**src/rtl/link_pkg.sv**
```systemverilog
// Shared constants and types for the single-wire word link.
// Used by both the transmitter and the receiver.
package link_pkg;

  localparam int LINK_WORD_W = 32;
  localparam int LINK_FRAME_LEN = 33;
  localparam logic LINK_START_BIT = 1'b1;

  localparam int LINK_CNT_W = 5;
  localparam logic [LINK_CNT_W-1:0] LINK_LAST_BIT = 5'd31;

  typedef enum logic {
    RX_IDLE,
    RX_SHIFT
  } rx_state_t;

endpackage

```
**src/rtl/receiver.sv**
```systemverilog
// Serial-to-parallel receiver: start bit, 32 bits MSB first, valid/ready out.
// Ports: clk, res (sync active-high), d_rc (line), dout/validout/readyout;
// overrun/overrun_clr exist only when RECEIVER_OVERRUN_EN is defined.
module receiver
  import link_pkg::*;
(
  input  logic                   clk,
  input  logic                   res,
  input  logic                   d_rc,
  output logic [LINK_WORD_W-1:0] dout,
  output logic                   validout,
  input  logic                   readyout
`ifdef RECEIVER_OVERRUN_EN
  ,
  output logic                   overrun,
  input  logic                   overrun_clr
`endif
);

  rx_state_t              state_q;
  logic [LINK_CNT_W-1:0]  bitcnt_q;
  logic [LINK_WORD_W-2:0] shreg_q;
  logic [LINK_WORD_W-1:0] dout_q;
  logic                   valid_q;

  logic                   done;
  logic                   accept;
  logic                   load;
  logic [LINK_WORD_W-1:0] word_d;

  // The last data bit is taken straight from the line, so the
  // shifter only needs to hold the 31 bits seen before it.
  assign done   = (state_q == RX_SHIFT) && (bitcnt_q == LINK_LAST_BIT);
  assign word_d = {shreg_q, d_rc};
  assign accept = valid_q && readyout;
  assign load   = done && (!valid_q || accept);

  always_ff @(posedge clk) begin
    if (res) begin
      state_q  <= RX_IDLE;
      bitcnt_q <= '0;
      shreg_q  <= '0;
      dout_q   <= '0;
      valid_q  <= 1'b0;
    end else begin
      unique case (state_q)
        RX_IDLE: begin
          if (d_rc == LINK_START_BIT) begin
            state_q  <= RX_SHIFT;
            bitcnt_q <= '0;
          end
        end
        RX_SHIFT: begin
          shreg_q  <= {shreg_q[LINK_WORD_W-3:0], d_rc};
          bitcnt_q <= bitcnt_q + 1'b1;
          if (bitcnt_q == LINK_LAST_BIT) begin
            state_q <= RX_IDLE;
          end
        end
        default: state_q <= RX_IDLE;
      endcase

      // A completed word replaces the held one only if the held one
      // is gone or leaves this cycle; otherwise the new word is lost.
      if (load) begin
        dout_q  <= word_d;
        valid_q <= 1'b1;
      end else if (accept) begin
        valid_q <= 1'b0;
      end
    end
  end

  assign dout     = dout_q;
  assign validout = valid_q;

`ifdef RECEIVER_OVERRUN_EN
  logic ovf_q;
  logic ovf_ev;

  assign ovf_ev = done && valid_q && !readyout;

  // Setting beats clearing so an event is never hidden by a clear.
  always_ff @(posedge clk) begin
    if (res) begin
      ovf_q <= 1'b0;
    end else if (ovf_ev) begin
      ovf_q <= 1'b1;
    end else if (overrun_clr) begin
      ovf_q <= 1'b0;
    end
  end

  assign overrun = ovf_q;
`endif

endmodule

```
**config.mk**
```make
export PLATFORM = sky130hd
export DESIGN_NAME = receiver
export DESIGN_NICKNAME = d
export VERILOG_FILES = /design/src/rtl/link_pkg.sv /design/src/rtl/receiver.sv
export SDC_FILE = /design/constraint.sdc
export NUM_CORES = 1
export LEC_CHECK = 0
export ABC_CLOCK_PERIOD_IN_PS = 1500
export BUFFER_PORTS_ARGS = -buffer_cell sky130_fd_sc_hd__buf_2
export CAP_MARGIN = 5
export CORE_ASPECT_RATIO = 1.25
export CORE_MARGIN = 10
export CORE_UTILIZATION = 35
export DETAILED_ROUTE_END_ITERATION = 10
export SLEW_MARGIN = 40
export SYNTH_ARGS = -nofsm -noshare
export SYNTH_HDL_FRONTEND = slang
export SYNTH_SLANG_ARGS = --single-unit
```
**constraint.sdc**
```tcl
create_clock -name clk -period 1.5 [get_ports clk]
set_input_delay 0.15 -clock clk [delete_from_list [all_inputs] [get_ports clk]]
set_output_delay 0.15 -clock clk [all_outputs]
set_load 0.05 [all_outputs]
```
## Word-level counts from Yosys, hierarchy flattened

Cells that the tools add are included.
Widths: inputs -> output; s select.

- Register bits after elaboration: 70
- Input port bits: 4
- Output and inout port bits: 33
- Logic and storage cells: 22

- Add/sub/neg operators: 1
- Eq/ne operators: 2
- Mux-type cells: 7
- Bitwise gates (word level): 1
- Reduce and logical (&&, ||, !) cells: 6

Operators by type and width:

| operator | count |
|---|---|
| $pmux 5 s2 | 1 |
| $add 5x1->5 const B | 1 |
| $eq 5x5->1 const B | 1 |
| $mux 5 | 1 |
| $mux 1 | 4 |
| $logic_and 1x1->1 | 3 |
| $ne 2x2->1 const B | 1 |
| $pmux 1 s2 | 1 |
| $reduce_bool 2->1 | 1 |
| $logic_not 1->1 | 1 |
| $logic_or 1x1->1 | 1 |
| $not 1->1 | 1 |

## Logic depth before layout (Yosys ltp)

Gate-level depths: netlist of the first run.

- Depth after elaboration: 4
- Depth in mapped cells: 8
- Gate-level depth less buffers: 6

## Worst setup path after synthesis of the first run

Ideal clock, no wire load.

- Path type: register to register
- Start: register bitcnt_q[0]
- End: register dout_q[2], in the netlist dout[2]
- Setup time: 132 ps
- Data arrival time: 1421 ps
- Data required time: 1368 ps
- Slack: -53 ps
- Cell stages (with the launch flop): 9
- Path buffers: 2
- Period minus slack after synthesis: 1553 ps
- Cell sequence: dfxtp_1 ha_1 and3_1 ha_1 and2_1 buf_4 buf_6 nand3_1 a21oi_1

- Longest elaborated chain between the ends: 3

Ends and longest elaborated chain:

| item | line | source |
|---|---|---|
| start, declared | receiver.sv:21 | `logic [LINK_CNT_W-1:0] bitcnt_q;` |
| start signal, assigned | receiver.sv:55 | `bitcnt_q <= bitcnt_q + 1'b1;` |
| $eq 5x5->1 | receiver.sv:33 | `assign done = (state_q == RX_SHIFT) && (bitcnt_q == LINK_LAST_BIT);` |
| $logic_and 1x1->1 | receiver.sv:33 |  |
| $logic_and 1x1->1 | receiver.sv:36 | `assign load = done && (!valid_q \|\| accept);` |
| end signal, assigned | receiver.sv:66 | `dout_q <= word_d;` |
| end, declared | receiver.sv:23 | `logic [LINK_WORD_W-1:0] dout_q;` |

Every way passes these cells.
A chain may end at the register's enable or synchronous reset.

## Worst setup path after layout of the first run

- Start: register bitcnt_q[1]
- End: register dout_q[1], in the netlist dout[1]

The elaborated chain is that of the path after synthesis.

==> summary.md, run 1 <==
| Metric | Value |
|---|---|
| First-pass GRT wire length | 9670 um |
| Run status | complete, no violations |
| Drc violations | 0 |
| Post-Route WL | 5740 um |
| DR vias | 2,081 |
| Pwr/cell area | 1040 nW/um^2 |
| Hold Path Depth | 3 |
| Clock Skew | 0.00982 ns |
| FFs w/ async S/R, synth | 0 |
| # port buffers | 36 |
| Critical-path top delay cell | dfxtp_2 |
| Synthesis-to-finish area growth | 21.4% |
| Ports | 37 |
| Final Critical Period | 1.45 ns |
| Post-DR wirelength/cell | 13.7 um |
| HPWL Detailed | 3520 um |
| Leakage | 1.27 nW |
| Primary FF master, synth | dfxtp_1 |
| Initial Util | 0.360 |
| Htree depth | 3 |
| Critical path required time | 1.77 ns |
| Area of the multi-input gates | 1130 sq um |
| Synthesized instance count | 286 |
| Synth warn | 0 |
| Post-route cell area | 3210 sq um |
| Die Footprint | 11,500 sq um |
| Commonest cells in the netlist | dfxtp_1, a21oi_1, nor2_1 |
| Arrival time at the worst endpoint | 1.72 ns |
| Synth cell types | 25 |
| Core Area | 7360 sq um |
| Critical Path Most Common Cell | ha_4 |
| Site row count | 35 |
| Crit end category | register |
| Final total power | 3.33 mW |
| Area after DPL | 2940 sq um |
| Clk_lat worst skew | 0.34 ns |
| FF+latch area | 1410 sq um |
| Final Cycle Share | 0.964 |
| Critical Path Stages | 7 |
| Max-cap violations | 0 |
| Mapped Nets | 292 |
| Setup Viol. Count Final | 0 |
| Gr ovfl total | 0 |
| Clock sink total | 70 |
| Post-synth top area share | 0.530 |
| Syn_area_per_cell | 9.25 sq um |
| Final Hold Fails | 0 |
| Max Freq | 0.692 GHz |
| Top-count cell post-synth | dfxtp_1 |
| Initial antenna violation count | 0 |
| CP startpoint kind | register |
| Sequential area share after synthesis | 0.530 |
| GRT Total Usage | 0.103 |
| Via density | 4.98 |
| WS Path Type | register to register |
| Core Util, Final | 0.437 |
| Post-layout net count | 327 |
| Reg clk slew, reported paths | 0.07 ns |
| Initial DRC count | 135 |
| Filler instances | 751 |
| Crit-path max FO | 11 |
| Via count of the first global-routing pass | 1,968 |
| Ant diodes | 0 |
| Synth area leaders | dfxtp_1, mux2i_1, a21oi_1, nand3_1, o21ai_0 |
| CP cell instances | ha_4 -> and3_4 -> ha_4 -> and2_4 -> buf_8 -> nand3_1 -> a21oi_2 |
| Syn Std Cell Area | 2650 sq um |
| Synthesized flop and latch total | 70 |
| Worst hold-check path type | input port to register |
| Drt first pass iters | 4 |
| Synth area leader | dfxtp_1 |
| Actual slew at the worst max-slew pin | 0.310 ns |
| Worst path max stage delay | 0.36 ns |
| RSZ-0062 raised after global routing | yes |
| Die width | 97.8 um |
| Reg2reg path depth | 7 |
| CTS tree | done |
| Worst IR Drop VDD | 0.000490 V |
| Buffers & Inverters on Critical Path | 1 |
| Die Ht | 117 um |
| Layout cells sized above 1 | 0.248 |
| CTS Buf Count | 9 |
| Relative slew slack | 0.794 |
| Post-route ant nets | 0 |
| Clock root buffer | clkbuf_8 |
| GP Congestion | 0.708 |
| Final Max Slew Viols | 0 |
| Largest net degree at the start of global routing | 71 |
| CP delay by family, top | simple AND/OR/NAND/NOR gates |
| Clock Path Buffers | 2 |
| Postcts setup bufs | 0 |
| Post-synth EDFFs | 0 |
report_power, final:
part | leakage, nW | switching [mW] | total (mW) | internal (mW)
Combinational | 0.614 | 0.0695 | 0.119 | 0.0496
Sequential | 0.565 | 0.0155 | 1.88 | 1.87
Clock | 0.0858 | 0.725 | 1.33 | 0.601
cells in the final DEF (no fill, tap or decap), drive strengths merged:
master	count
a211oi	1
nor3b	4
clkinv	3
xor2	1
nor3	1
o21a	1
nor2b	1
dfxtp	70
clkbuf	10
buf	51
inv	4
clkinvlp	2
nand2b	1
nand2	2
and3	1
o21ai	32
mux2i	31
and2	1
ha	2
a21oi	38
nor2	36
nand3	33
logic make-up (layout without fill, tap and decap cells):
logic type	after synthesis	in the layout	share of synthesized area
AND/OR/NAND/NOR	80	80	0.141
AO/OA/AOI/OAI	72	72	0.138
flip-flops	70	70	0.530
multiplexers	31	31	0.117
buffers and inverters	30	70	0.0610
adder cells (fa/ha/maj)	2	2	0.00946
XOR/XNOR	1	1	0.00331
layer usage:
| layer | share of wire | wire, um | vias to the layer above | GRT usage |
|---|---|---|---|---|
| met1 | 0.46 | 2650 | 974 | 0.117 |
| met4 | 0.020 | 114 | 0 | 0.0641 |
| met5 | 0 | 0 | - | 0 |
| met3 | 0.045 | 260 | 9 | 0.0329 |
| li1 | - | - | 1058 | - |
| met2 | 0.47 | 2720 | 40 | 0.165 |
worst paths after layout:
path | from | end | slack [ns]
min | d_rc | state_q | 0.14
min reg2reg | shreg_q[30] | dout[31] | 0.46
max reg2reg | bitcnt_q[1] | dout[1] | 0.05
max | bitcnt_q[1] | dout[1] | 0.05
worst register-to-register path, stage by stage, from the launching register on:
cell and delay (ns):
dfxtp_2 0.36, ha_4 0.13, and3_4 0.19, ha_4 0.13, and2_4 0.21, buf_8 0.15, nand3_1 0.10, a21oi_2 0.12
registers in the layout, indices dropped and copies added, names as in the netlist:
register and cells:
dout 32, shreg_q 31, bitcnt_q 5, state_q 1, validout 1
layout make-up:
class,instances,share of cell area
clock buffers,9,0.0386
clock inverters,7,0.0148
inverters,2,0.00234
multi-input cells,186,0.352
flip-flops and latches,70,0.437
well taps,92,0.0358
repair buffers,52,0.119
what timing repair did:
item	CTS	global route
pin swaps	0	1
gates resized for setup	4	22
endpoints found under the setup margin	31	33
hold buffers	0	0
gates cloned	1	1
through the flow:
stage | setup WS [ns] | cells | hold WS [ns] | TNS (ns)
after global routing | -0.00761 | 418 | 0.142 | -0.0144
after floorplan | 0.00794 | 286 | 0.443 | 0
after CTS | -0.0369 | 417 | 0.129 | -0.275
after global placement | 0.0315 | 400 | 0.460 | 0
final | 0.0545 | 418 | 0.139 | 0
after detailed placement | -0.0234 | 400 | 0.464 | -0.114
Power figures use the tool's default switching activity.
==> run 2: changes to the inputs <==
PLACE_DENSITY_LB_ADDON = 0.05   (was not set)
==> run 2 against run 1 <==
Total power increased by 5.1%; sequential power about the same; via count unchanged; clock power increased by 12%; critical path type unchanged; critical endpoint is now dout[27].
==> summary.md, run 2 (synthesis gave the netlist of run 1 again) <==
| Metric | Value |
|---|---|
| Setup Viol. Count Final | 0 (unchanged) |
| Hold_buf cts | 0 (unchanged) |
| Final Max Slew Viols | 0 (unchanged) |
| Actual slew at the worst max-slew pin | 0.328 ns (was 0.310 ns) |
| Worst hold-check path type | input port to register (unchanged) |
| WS Path Type | register to register (unchanged) |
| Final Hold Fails | 0 (unchanged) |
| Initial Util | 0.360 (unchanged) |
| Placed cells | 398 (was 400) |
| Post-route ant nets | 0 (unchanged) |
| Final Cycle Share | 0.996 (was 0.964) |
| Ant diodes | 0 (unchanged) |
| Reg2reg path depth | 7 (unchanged) |
| Critical-path top delay cell | dfxtp_2 (unchanged) |
| GRT Total Usage | 0.108 (was 0.103) |
| Final WS setup | 0.00566 ns (was 0.0545 ns) |
| Worst IR Drop VDD | 0.000433 V (was 0.000490 V) |
| Drt first pass iters | 4 (unchanged) |
| Die Ht | 117 um (unchanged) |
| Clock sink total | 70 (unchanged) |
| Reg-to-reg startpoint | bitcnt_q[0] (was bitcnt_q[1]) |
| Core Util, Final | 0.452 (was 0.437) |
| Relative slew slack | 0.782 (was 0.794) |
| Reg clk slew, reported paths | 0.07 ns (about the same) |
| HPWL Detailed | 3450 um (was 3520 um) |
| Clk_lat worst skew | 0.34 ns (about the same) |
| Clock Skew | 0.00698 ns (was 0.00982 ns) |
| Max Freq | 0.669 GHz (was 0.692 GHz) |
| First-pass GRT wire length | 10,100 um (was 9670 um) |
| Final total power | 3.50 mW (was 3.33 mW) |
| Ports | 37 (unchanged) |
| Post-route cell area | 3330 sq um (was 3210 sq um) |
| Layout cells sized above 1 | 0.271 (was 0.248) |
| Core Area | 7360 sq um (unchanged) |
| Run status | complete, no violations (unchanged) |
| Critical path required time | 1.77 ns (about the same) |
| Worst hold margin | 0.154 ns (was 0.139 ns) |
| # port buffers | 36 (unchanged) |
| CP startpoint kind | register (unchanged) |
| CTS Buf Count | 9 (unchanged) |
| Max-cap violations | 0 (unchanged) |
| RSZ-0062 raised after global routing | yes (unchanged) |
| Reg2Reg Setup Slack | 0.006 ns (was 0.05 ns) |
| Commonest non-fill, non-tap cell in the layout | dfxtp_1 (unchanged) |
| GP Congestion | 0.673 (was 0.708) |
| Via count of the first global-routing pass | 2,000 (was 1,968) |
| Filler instances | 745 (was 751) |
| Die Footprint | 11,500 sq um (unchanged) |
| Arrival time at the worst endpoint | 1.77 ns (was 1.72 ns) |
| Die width | 97.8 um (unchanged) |
| Pre-CTS setup slack | -0.0431 ns (was -0.0234 ns) |
| DR vias | 2,081 (unchanged) |
| Setup TNS Final | 0 ns (unchanged) |
| Gr ovfl total | 0 (unchanged) |
| Reg2reg end | dout[27] (was dout[1]) |
| Via density | 4.99 (was 4.98) |
| Hold Path Depth | 3 (unchanged) |
| Htree depth | 3 (unchanged) |
| Area after DPL | 2970 sq um (was 2940 sq um) |
| Initial DRC count | 85 (was 135) |
| Critical Path Most Common Cell | ha_4 (unchanged) |
| Largest net degree at the start of global routing | 71 (unchanged) |
| Drc violations | 0 (unchanged) |
| Final Critical Period | 1.49 ns (was 1.45 ns) |
| HP Start | d_rc (unchanged) |
| Site row count | 35 (unchanged) |
| CP cell instances | ha_4 -> and3_4 -> ha_4 -> and2_4 -> clkbuf_16 -> nand3_1 -> a21oi_1 (was ha_4 -> and3_4 -> ha_4 -> and2_4 -> buf_8 -> nand3_1 -> a21oi_2) |
| Post-layout net count | 327 (unchanged) |
| WHS Endpoint | state_q (unchanged) |
| Max reg flops | 32 (unchanged) |
| Crit-path max FO | 8 (was 11) |
| Worst path max stage delay | 0.35 ns (was 0.36 ns) |
| Post-Route WL | 6320 um (was 5740 um) |
| Crit end category | register (unchanged) |
| Synthesis-to-finish area growth | 25.8% (was 21.4%) |
| Initial antenna violation count | 0 (unchanged) |
| Pwr/cell area | 1050 nW/um^2 (was 1040 nW/um^2) |
| Post-DR wirelength/cell | 15.2 um (was 13.7 um) |
| Clock root buffer | clkbuf_8 (unchanged) |
| CTS tree | done (unchanged) |
| Leakage | 1.31 nW (was 1.27 nW) |
| Layout Cells excl Fill | 417 (was 418) |
| Clock Path Buffers | 2 (unchanged) |
| Most frequent cells in the layout | dfxtp_1, nor2_1, buf_2 (unchanged) |
-- run 2: changes by cell type in the layout (fill, tap and decap cells not counted), moves of 2 or more --
cell	before	now
clkinvlp_4	2	0
inv_6	2	0
a21oi_1	35	33
o21ai_1	10	7
nand3_2	1	7
buf_8	2	0
buf_6	3	0
o21ai_0	22	25
nand3_1	32	26
buf_12	3	7
a21oi_2	3	5
-- run 2: layout make-up --
class	count	area (sq um)	share of cell area
clock buffer	10	138	0.0414
clock inverter	5	50.0	0.0150
inverter	2	7.51	0.00226
multi-input combinational	186	1170	0.351
sequential	70	1410	0.422
tap	92	115	0.0346
timing repair buffer	52	443	0.133
-- run 2: routing by layer --
metal / up-vias / wire length (um) / track usage
li1: 1061 / - / -
met5: - / 0 / 0
met1: 976 / 3090 / 0.134
met4: 0 / 114 / 0.0612
met3: 11 / 307 / 0.0329
met2: 33 / 2810 / 0.164
-- run 2: worst max-delay path, delay by kind of cell (launching register included) --
| kind | cells | cell delay [ns] |
|---|---|---|
| simple gates | 3 | 0.51 |
| fa+ha+maj | 2 | 0.26 |
| buf+inv | 1 | 0.19 |
| compound gates | 1 | 0.12 |
| flops | 1 | 0.35 |
-- run 2: how the worst max path moves through the flow --
stage,from,to,slack (ns),depth (start not counted)
after global routing,bitcnt_q[0],dout[30],-0.06,7
after floorplan,bitcnt_q[0],dout[2],0.008,8
final,bitcnt_q[0],dout[27],0.006,7
after CTS,bitcnt_q[1],dout[13],0.0006,7
after global placement,bitcnt_q[0],dout[13],-0.03,7
after detailed placement,bitcnt_q[1],dout[13],-0.04,7
-- run 2: power by group --
group	internal, mW	switching [mW]	leakage [nW]
sequential	1.87	0.00885	0.565
clock	0.793	0.697	0.102
combinational	0.0524	0.0791	0.639
-- run 2: timing repair --
action	CTS	global route
pin swaps	0	8
endpoints found under the setup margin	30	32
cloned	1	2
resized for setup	5	20
buffers inserted	0	1
